==> src/rtl/mem_pkg.sv <==
// Shared encodings for the memory stage: funct3 codes, result-select values, FSM states
// and access-size helpers.
package mem_pkg;

    localparam logic [2:0] LB  = 3'b000;
    localparam logic [2:0] LH  = 3'b001;
    localparam logic [2:0] LW  = 3'b010;
    localparam logic [2:0] LBU = 3'b100;
    localparam logic [2:0] LHU = 3'b101;
    localparam logic [2:0] SB  = 3'b000;
    localparam logic [2:0] SH  = 3'b001;
    localparam logic [2:0] SW  = 3'b010;

    localparam logic [1:0] RESULT_ALU = 2'b00;
    localparam logic [1:0] RESULT_MEM = 2'b01;
    localparam logic [1:0] RESULT_PC4 = 2'b10;

    typedef enum logic {IDLE, WAIT} mem_state_e;

    typedef enum logic [1:0] {SZ_BYTE, SZ_HALF, SZ_WORD} access_size_e;

    // Undefined funct3 values fall through to a word access.
    function automatic access_size_e access_size(input logic [2:0] mem_type);
        case (mem_type)
            LB, LBU: return SZ_BYTE;
            LH, LHU: return SZ_HALF;
            default: return SZ_WORD;
        endcase
    endfunction

    function automatic logic is_misaligned(input logic [2:0] mem_type, input logic [1:0] addr_lo);
        case (access_size(mem_type))
            SZ_HALF: return addr_lo[0];
            SZ_WORD: return addr_lo != 2'b00;
            default: return 1'b0;
        endcase
    endfunction

endpackage

==> src/rtl/lsu_align.sv <==
// Byte-lane steering for stores and lane select plus sign/zero extension for loads.
module lsu_align
    import mem_pkg::*;
(
    input  logic [2:0]  i_mem_type,
    input  logic [1:0]  i_addr_lo,
    input  logic [31:0] i_wdata,
    input  logic [31:0] i_rdata,
    output logic [3:0]  o_wstrb,
    output logic [31:0] o_wdata,
    output logic [31:0] o_rdata
);

    access_size_e w_size;
    logic         w_sext;
    logic [7:0]   w_byte;
    logic [15:0]  w_half;

    assign w_size = access_size(i_mem_type);
    assign w_sext = ~i_mem_type[2];
    assign w_half = i_addr_lo[1] ? i_rdata[31:16] : i_rdata[15:0];

    always_comb begin
        unique case (i_addr_lo)
            2'd0: w_byte = i_rdata[7:0];
            2'd1: w_byte = i_rdata[15:8];
            2'd2: w_byte = i_rdata[23:16];
            2'd3: w_byte = i_rdata[31:24];
        endcase
    end

    always_comb begin
        o_wstrb = 4'b1111;
        o_wdata = i_wdata;
        o_rdata = i_rdata;
        case (w_size)
            SZ_BYTE: begin
                o_wstrb = 4'b0001 << i_addr_lo;
                o_wdata = {4{i_wdata[7:0]}};
                o_rdata = {{24{w_sext & w_byte[7]}}, w_byte};
            end
            SZ_HALF: begin
                // a[0] is ignored here; the trap build catches it upstream.
                o_wstrb = 4'b0011 << {i_addr_lo[1], 1'b0};
                o_wdata = {2{i_wdata[15:0]}};
                o_rdata = {{16{w_sext & w_half[15]}}, w_half};
            end
            default: ;
        endcase
    end

endmodule

==> src/rtl/mem_stage.sv <==
// Pipeline memory stage: EX/MEM register, data-memory req/ack handshake and load/store alignment.
// Define MEM_MISALIGN_TRAP_EN to add the MisalignM output and suppress misaligned requests.
module mem_stage
    import mem_pkg::*;
#(
    parameter int unsigned DATA_W = 32
) (
    input  logic              clk,
    input  logic              rst_n,
    input  logic              RegWriteE,
    input  logic [1:0]        ResultSrcE,
    input  logic              MemWriteE,
    input  logic [2:0]        MemTypeE,
    input  logic [DATA_W-1:0] ALUResultE,
    input  logic [DATA_W-1:0] WriteDataE,
    input  logic [4:0]        RdE,
    input  logic [DATA_W-1:0] PCPlus4E,
    output logic              mem_req,
    output logic              mem_we,
    output logic [DATA_W-1:0] mem_addr,
    output logic [3:0]        mem_wstrb,
    output logic [DATA_W-1:0] mem_wdata,
    input  logic              mem_ack,
    input  logic [DATA_W-1:0] mem_rdata,
    output logic              StallM,
`ifdef MEM_MISALIGN_TRAP_EN
    output logic              MisalignM,
`endif
    output logic              RegWriteM,
    output logic [1:0]        ResultSrcM,
    output logic [4:0]        RdM,
    output logic [DATA_W-1:0] ALUResultM,
    output logic [DATA_W-1:0] PCPlus4M,
    output logic [DATA_W-1:0] ReadDataM
);

    logic              r_reg_write;
    logic [1:0]        r_result_src;
    logic              r_mem_write;
    logic [2:0]        r_mem_type;
    logic [DATA_W-1:0] r_alu_result;
    logic [DATA_W-1:0] r_write_data;
    logic [4:0]        r_rd;
    logic [DATA_W-1:0] r_pc_plus4;
    mem_state_e        r_state;

    logic              w_mem_op;
    logic              w_misalign;
    logic [3:0]        w_wstrb;

    always_ff @(posedge clk or negedge rst_n) begin
        if (!rst_n) begin
            r_reg_write  <= 1'b0;
            r_result_src <= RESULT_ALU;
            r_mem_write  <= 1'b0;
            r_mem_type   <= 3'b000;
            r_alu_result <= '0;
            r_write_data <= '0;
            r_rd         <= 5'd0;
            r_pc_plus4   <= '0;
        end else if (!StallM) begin
            r_reg_write  <= RegWriteE;
            r_result_src <= ResultSrcE;
            r_mem_write  <= MemWriteE;
            r_mem_type   <= MemTypeE;
            r_alu_result <= ALUResultE;
            r_write_data <= WriteDataE;
            r_rd         <= RdE;
            r_pc_plus4   <= PCPlus4E;
        end
    end

    assign w_mem_op = r_mem_write | (r_result_src == RESULT_MEM);

`ifdef MEM_MISALIGN_TRAP_EN
    assign w_misalign = w_mem_op & is_misaligned(r_mem_type, r_alu_result[1:0]);
    assign MisalignM  = w_misalign;
`else
    assign w_misalign = 1'b0;
`endif

    always_ff @(posedge clk or negedge rst_n) begin
        if (!rst_n) begin
            r_state <= IDLE;
        end else begin
            unique case (r_state)
                IDLE: if (mem_req && !mem_ack) r_state <= WAIT;
                WAIT: if (mem_ack) r_state <= IDLE;
            endcase
        end
    end

    // The EX/MEM register is frozen in WAIT, so the request stays stable until ack.
    assign mem_req   = (r_state == WAIT) | (w_mem_op & ~w_misalign);
    assign StallM    = mem_req & ~mem_ack;
    assign mem_we    = r_mem_write & ~w_misalign;
    assign mem_addr  = {r_alu_result[DATA_W-1:2], 2'b00};
    assign mem_wstrb = mem_we ? w_wstrb : 4'b0000;

    lsu_align u_lsu_align (
        .i_mem_type (r_mem_type),
        .i_addr_lo  (r_alu_result[1:0]),
        .i_wdata    (r_write_data),
        .i_rdata    (mem_rdata),
        .o_wstrb    (w_wstrb),
        .o_wdata    (mem_wdata),
        .o_rdata    (ReadDataM)
    );

    assign RegWriteM  = r_reg_write & ~w_misalign;
    assign ResultSrcM = r_result_src;
    assign RdM        = r_rd;
    assign ALUResultM = r_alu_result;
    assign PCPlus4M   = r_pc_plus4;

endmodule

==> config.mk <==
export PLATFORM = sky130hd
export DESIGN_NAME = mem_stage
export DESIGN_NICKNAME = d
export VERILOG_FILES = /design/src/rtl/mem_pkg.sv /design/src/rtl/lsu_align.sv /design/src/rtl/mem_stage.sv
export SDC_FILE = /design/constraint.sdc
export NUM_CORES = 1
export LEC_CHECK = 0
export CORE_ASPECT_RATIO = 0.7
export CORE_MARGIN = 2
export CORE_UTILIZATION = 40
export CTS_BUF_LIST = sky130_fd_sc_hd__clkbuf_8
export DETAILED_ROUTE_END_ITERATION = 10
export HOLD_SLACK_MARGIN = 0.05
export PLACE_DENSITY = 0.91
export REMOVE_ABC_BUFFERS = 1
export SLEW_MARGIN = 5
export SYNTH_ARGS = -nofsm -noshare
export SYNTH_HDL_FRONTEND = slang
export SYNTH_HIERARCHICAL = 1
export SYNTH_SLANG_ARGS = --single-unit
==> constraint.sdc <==
create_clock -name clk -period 1.9 [get_ports clk]
set_input_delay 0.38 -clock clk [delete_from_list [all_inputs] [get_ports clk]]
set_output_delay 0.38 -clock clk [all_outputs]
set_load 0.05 [all_outputs]
==> metrics.md <==
| Metric | Value |
|---|---|
| Outcome | finished with violations |
| Failing checks | negative setup slack |
| Compound-Gate Fraction of Synth Area | 0.0762 |
| All-Layer GR Usage | 0.233 |
| Register bit count reported by yosys | 109 |
| Core Footprint | 0.0138 sq mm |
| Finished Cell Area | 0.0100 sq mm |
| Worst hold path class | input pin to asynchronous set/reset pin |
| Mean Syn Cell Area | 12.4 sq um |
| Layout cells sized above 1 | 0.498 |
| DR vias | 4943 |
| Mux contribution to synthesized area | 0.282 |
| Post-route insts no fill | 969 |
| Top_reg_cell synth | dfrtp_1 |
| Routed Antenna Nets | 0 |
| Diodes inserted | 0 |
| Post-Syn Instances | between 400 and 500 |
| Post-Place Setup Slack | -315 ps |
| Worst setup SP type | flop |
| Total wire length | approximately 19000 um |
| Clock latency on the worst-skew pair | 400 ps |
| Synth Warn # | 6 |
| CTS buffer count | 9 |
| Post-synthesis adder-cell area fraction | 0 |
| Post-DP HPWL | roughly 13000 um |
| Setup ws final | -402 ps |
| Die Span Y | 103 um |
| Actual slew at the worst max-slew pin | 528 ps |
| Largest net degree at the start of global routing | 60 |
| Deepest clock path buffer count | 2 |
| Max Cap Viol | 0 |
| CTS H-tree lvls | 3 |
| Sequential share of the synthesized area | 0.487 |
| Final nets | 917 |
| CTS tree | built |
| Layout area overhead | 78.9% |
| Post-placement cell count | slightly above 900 |
| Area share of and/or/nand/nor cells after synthesis | 0.0675 |
| Peak Freq | about 0.43 GHz |
| Net Sw Frac | 0.450 |
| Final Cycle Share | 1.21 |
| Hold Vio Cnt, Final | 0 |
| Vias in the first global route | 5048 |
| Count of different cell masters after synthesis | 34 |
| Most frequent cells in the layout | clkdlybuf4s50_1 (141), dfrtp_1 (105), mux2_2 (104), buf_4 (95), dlygate4sd2_1 (47) |
| # DRC | 0 |
| Combinational family with the most area after synthesis | multiplexers |
| Port bufs | 315 |
| Total clock sinks | roughly 110 |
| Avg WL per Cell | 20.1 um |
| Required time of the critical path | 1520 ps |
| # fillers | 874 |
| Post-route clock skew | 15.7 ps |
| Gate power share | 0.569 |
| Die Wd | 145 um |
| RePlAce Congestion | 0.853 |
| Post-place instance area | about 0.0090 sq mm |
| CTS root buffer | clkbuf_8 |
| Commonest non-fill, non-tap cell in the layout | clkdlybuf4s50_1 |
| Final setup TNS | -15730 ps |
| Slew Limit Fails | 0 |
| Setup Viol. Count Final | 61 |
| Initial antenna violation count | 0 |
| Worst setup EP type | primary output |
| First-pass GRT wire length | 27300 um |
| Synth async-reset ratio | 1.00 |
| Flop pwr share | 0.276 |
| Crit path DAT | 1920 ps |
| Max IR drop VDD | 0.672 mV |
| Worst-path clk slew | 120 ps |
| Post-synth EDFFs | 0 |
| Via density | approximately 5 |
| Final critical-path required period | 2300 ps |
| Clock share of power | 0.154 |
| Initial DRC Count | 183 |
| Worst-path fanout max | 17 |
| Rel. slew slack | 0.650 |
| Initial core utilization | 0.406 |
| Cell area after synthesis | about 0.0056 sq mm |
| Initial DRT Pass Iterations | 4 |
| Total power | 10500 uW |
| Kind of critical path | flop to primary output |
| Remaining Overflow, GRT | 0 |
| PD cells | 1050 mW/mm^2 |
| RSZ-0062 raised after global routing | true |
| I/O pin cnt | 318 |
| P_sw | 4730 uW |
| Floorplan row count | 36 |
| XOR/XNOR Fraction of Synth Area | 0 |
| P_int | 5780 uW |
| Die area | 0.0150 sq mm |
| Static Leak | 0.00444 uW |
-- cells by family (layout without fill, tap and decap cells) --
group / after synthesis / count (layout)
flops: 109 / 109
simple gates: 65 / 65
buf+inv: 71 / 396
compound gates: 66 / 66
mux: 141 / 141
other cells: 1 / 2
-- power by group through the flow --
stage          logic (uW)  registers [uW]  clock network (uW)
4_1_cts              5620            2890                1660
3_5_place_dp         5400            2950                   0
3_3_place_gp         5310            2910                   0
2_1_floorplan        1920            4130                   0
5_1_grt              6170            2950                1750
6_report             5980            2900                1620
-- synthesized netlist by cell type, types with 2 or more instances --
| cell | count | area share |
|---|---|---|
| nand2_1 | 17 | 0.011 |
| mux2_4 | 2 | 0.0054 |
| mux2_1 | 12 | 0.024 |
| clkbuf_1 | 2 | 0.0013 |
| nor2b_1 | 9 | 0.010 |
| buf_4 | 43 | 0.058 |
| nor2_1 | 9 | 0.0060 |
| a21oi_2 | 2 | 0.0031 |
| nor3_2 | 2 | 0.0036 |
| a221o_1 | 7 | 0.013 |
| o21ai_1 | 16 | 0.014 |
| a21oi_1 | 33 | 0.029 |
| dfrtp_1 | 109 | 0.49 |
| inv_1 | 3 | 0.0020 |
| buf_6 | 5 | 0.010 |
| mux2_2 | 112 | 0.23 |
| buf_2 | 18 | 0.016 |
| mux2i_1 | 15 | 0.027 |
| and3b_1 | 8 | 0.013 |
| nand3_1 | 8 | 0.0071 |
| nor2_2 | 3 | 0.0034 |
| and2_1 | 4 | 0.0045 |
| o21bai_1 | 3 | 0.0040 |
-- critical path, stage by stage (launching register included) --
cell and delay (ps):
dfrtp_2 440, buf_4 180, nor3b_4 220, a22oi_4 110, buf_12 170, a21oi_1 190, buf_4 230
-- path summary, 6_finish.rpt --
| check | from | endpoint | slack, ps | depth (start not counted) |
|---|---|---|---|---|
| setup / recovery | r_mem_type[1] | ReadDataM[26] | -400 | 6 |
| hold / removal | rst_n | r_write_data[4] | 390 | 2 |
| setup reg to reg | ResultSrcM[1] | r_write_data[1] | 70 | 6 |
| hold reg to reg | PCPlus4M[4] | PCPlus4M[4] | 520 | 1 |
| max in group asynchronous | rst_n | PCPlus4M[2] | 920 | 3 |
| min in group clk | PCPlus4M[4] | PCPlus4M[4] | 520 | 1 |
-- flip-flops by register name, indices dropped and copies added, names as in the netlist --
signal        count
ALUResultM       32
PCPlus4M         32
RdM               5
RegWriteM         1
ResultSrcM        2
mem_we            1
r_mem_type        3
r_state           1
r_write_data     32
-- layer usage --
layer,routed length [um],GRT usage,vias to the layer above
li1,-,-,2199
met1,7370,0.265,2440
met2,10000,0.416,264
met3,1530,0.0805,40
met4,529,0.0830,0
met5,0,0,-
-- area by class of cell --
class,instances,area [sq um],share of cell area
well taps,190,238,0.0237
inverters,3,11.3,0.00112
clock inverters,7,110,0.0110
multi-input cells,274,2760,0.275
repair buffers,377,4050,0.404
flip-flops and latches,109,2730,0.273
clock buffers,9,124,0.0124
-- metrics by stage --
step	hold slack, ps	util
finish	393	0.727
global route	385	0.727
detailed placement	270	0.653
global placement	261	0.653
CTS	394	0.694
floorplan	84.4	-
-- timing repair --
action | 4_1_cts | 5_1_grt
hold buffers | 1 | 0
setup buffers | 9 | 10
cloned | 2 | 1
endpoints found under the setup margin | 108 | 60
gates resized for setup | 114 | 85
pin swaps | 6 | 16
endpoints found under the hold margin | 15 | 0
Note: power is estimated with default switching activity, not from simulation.
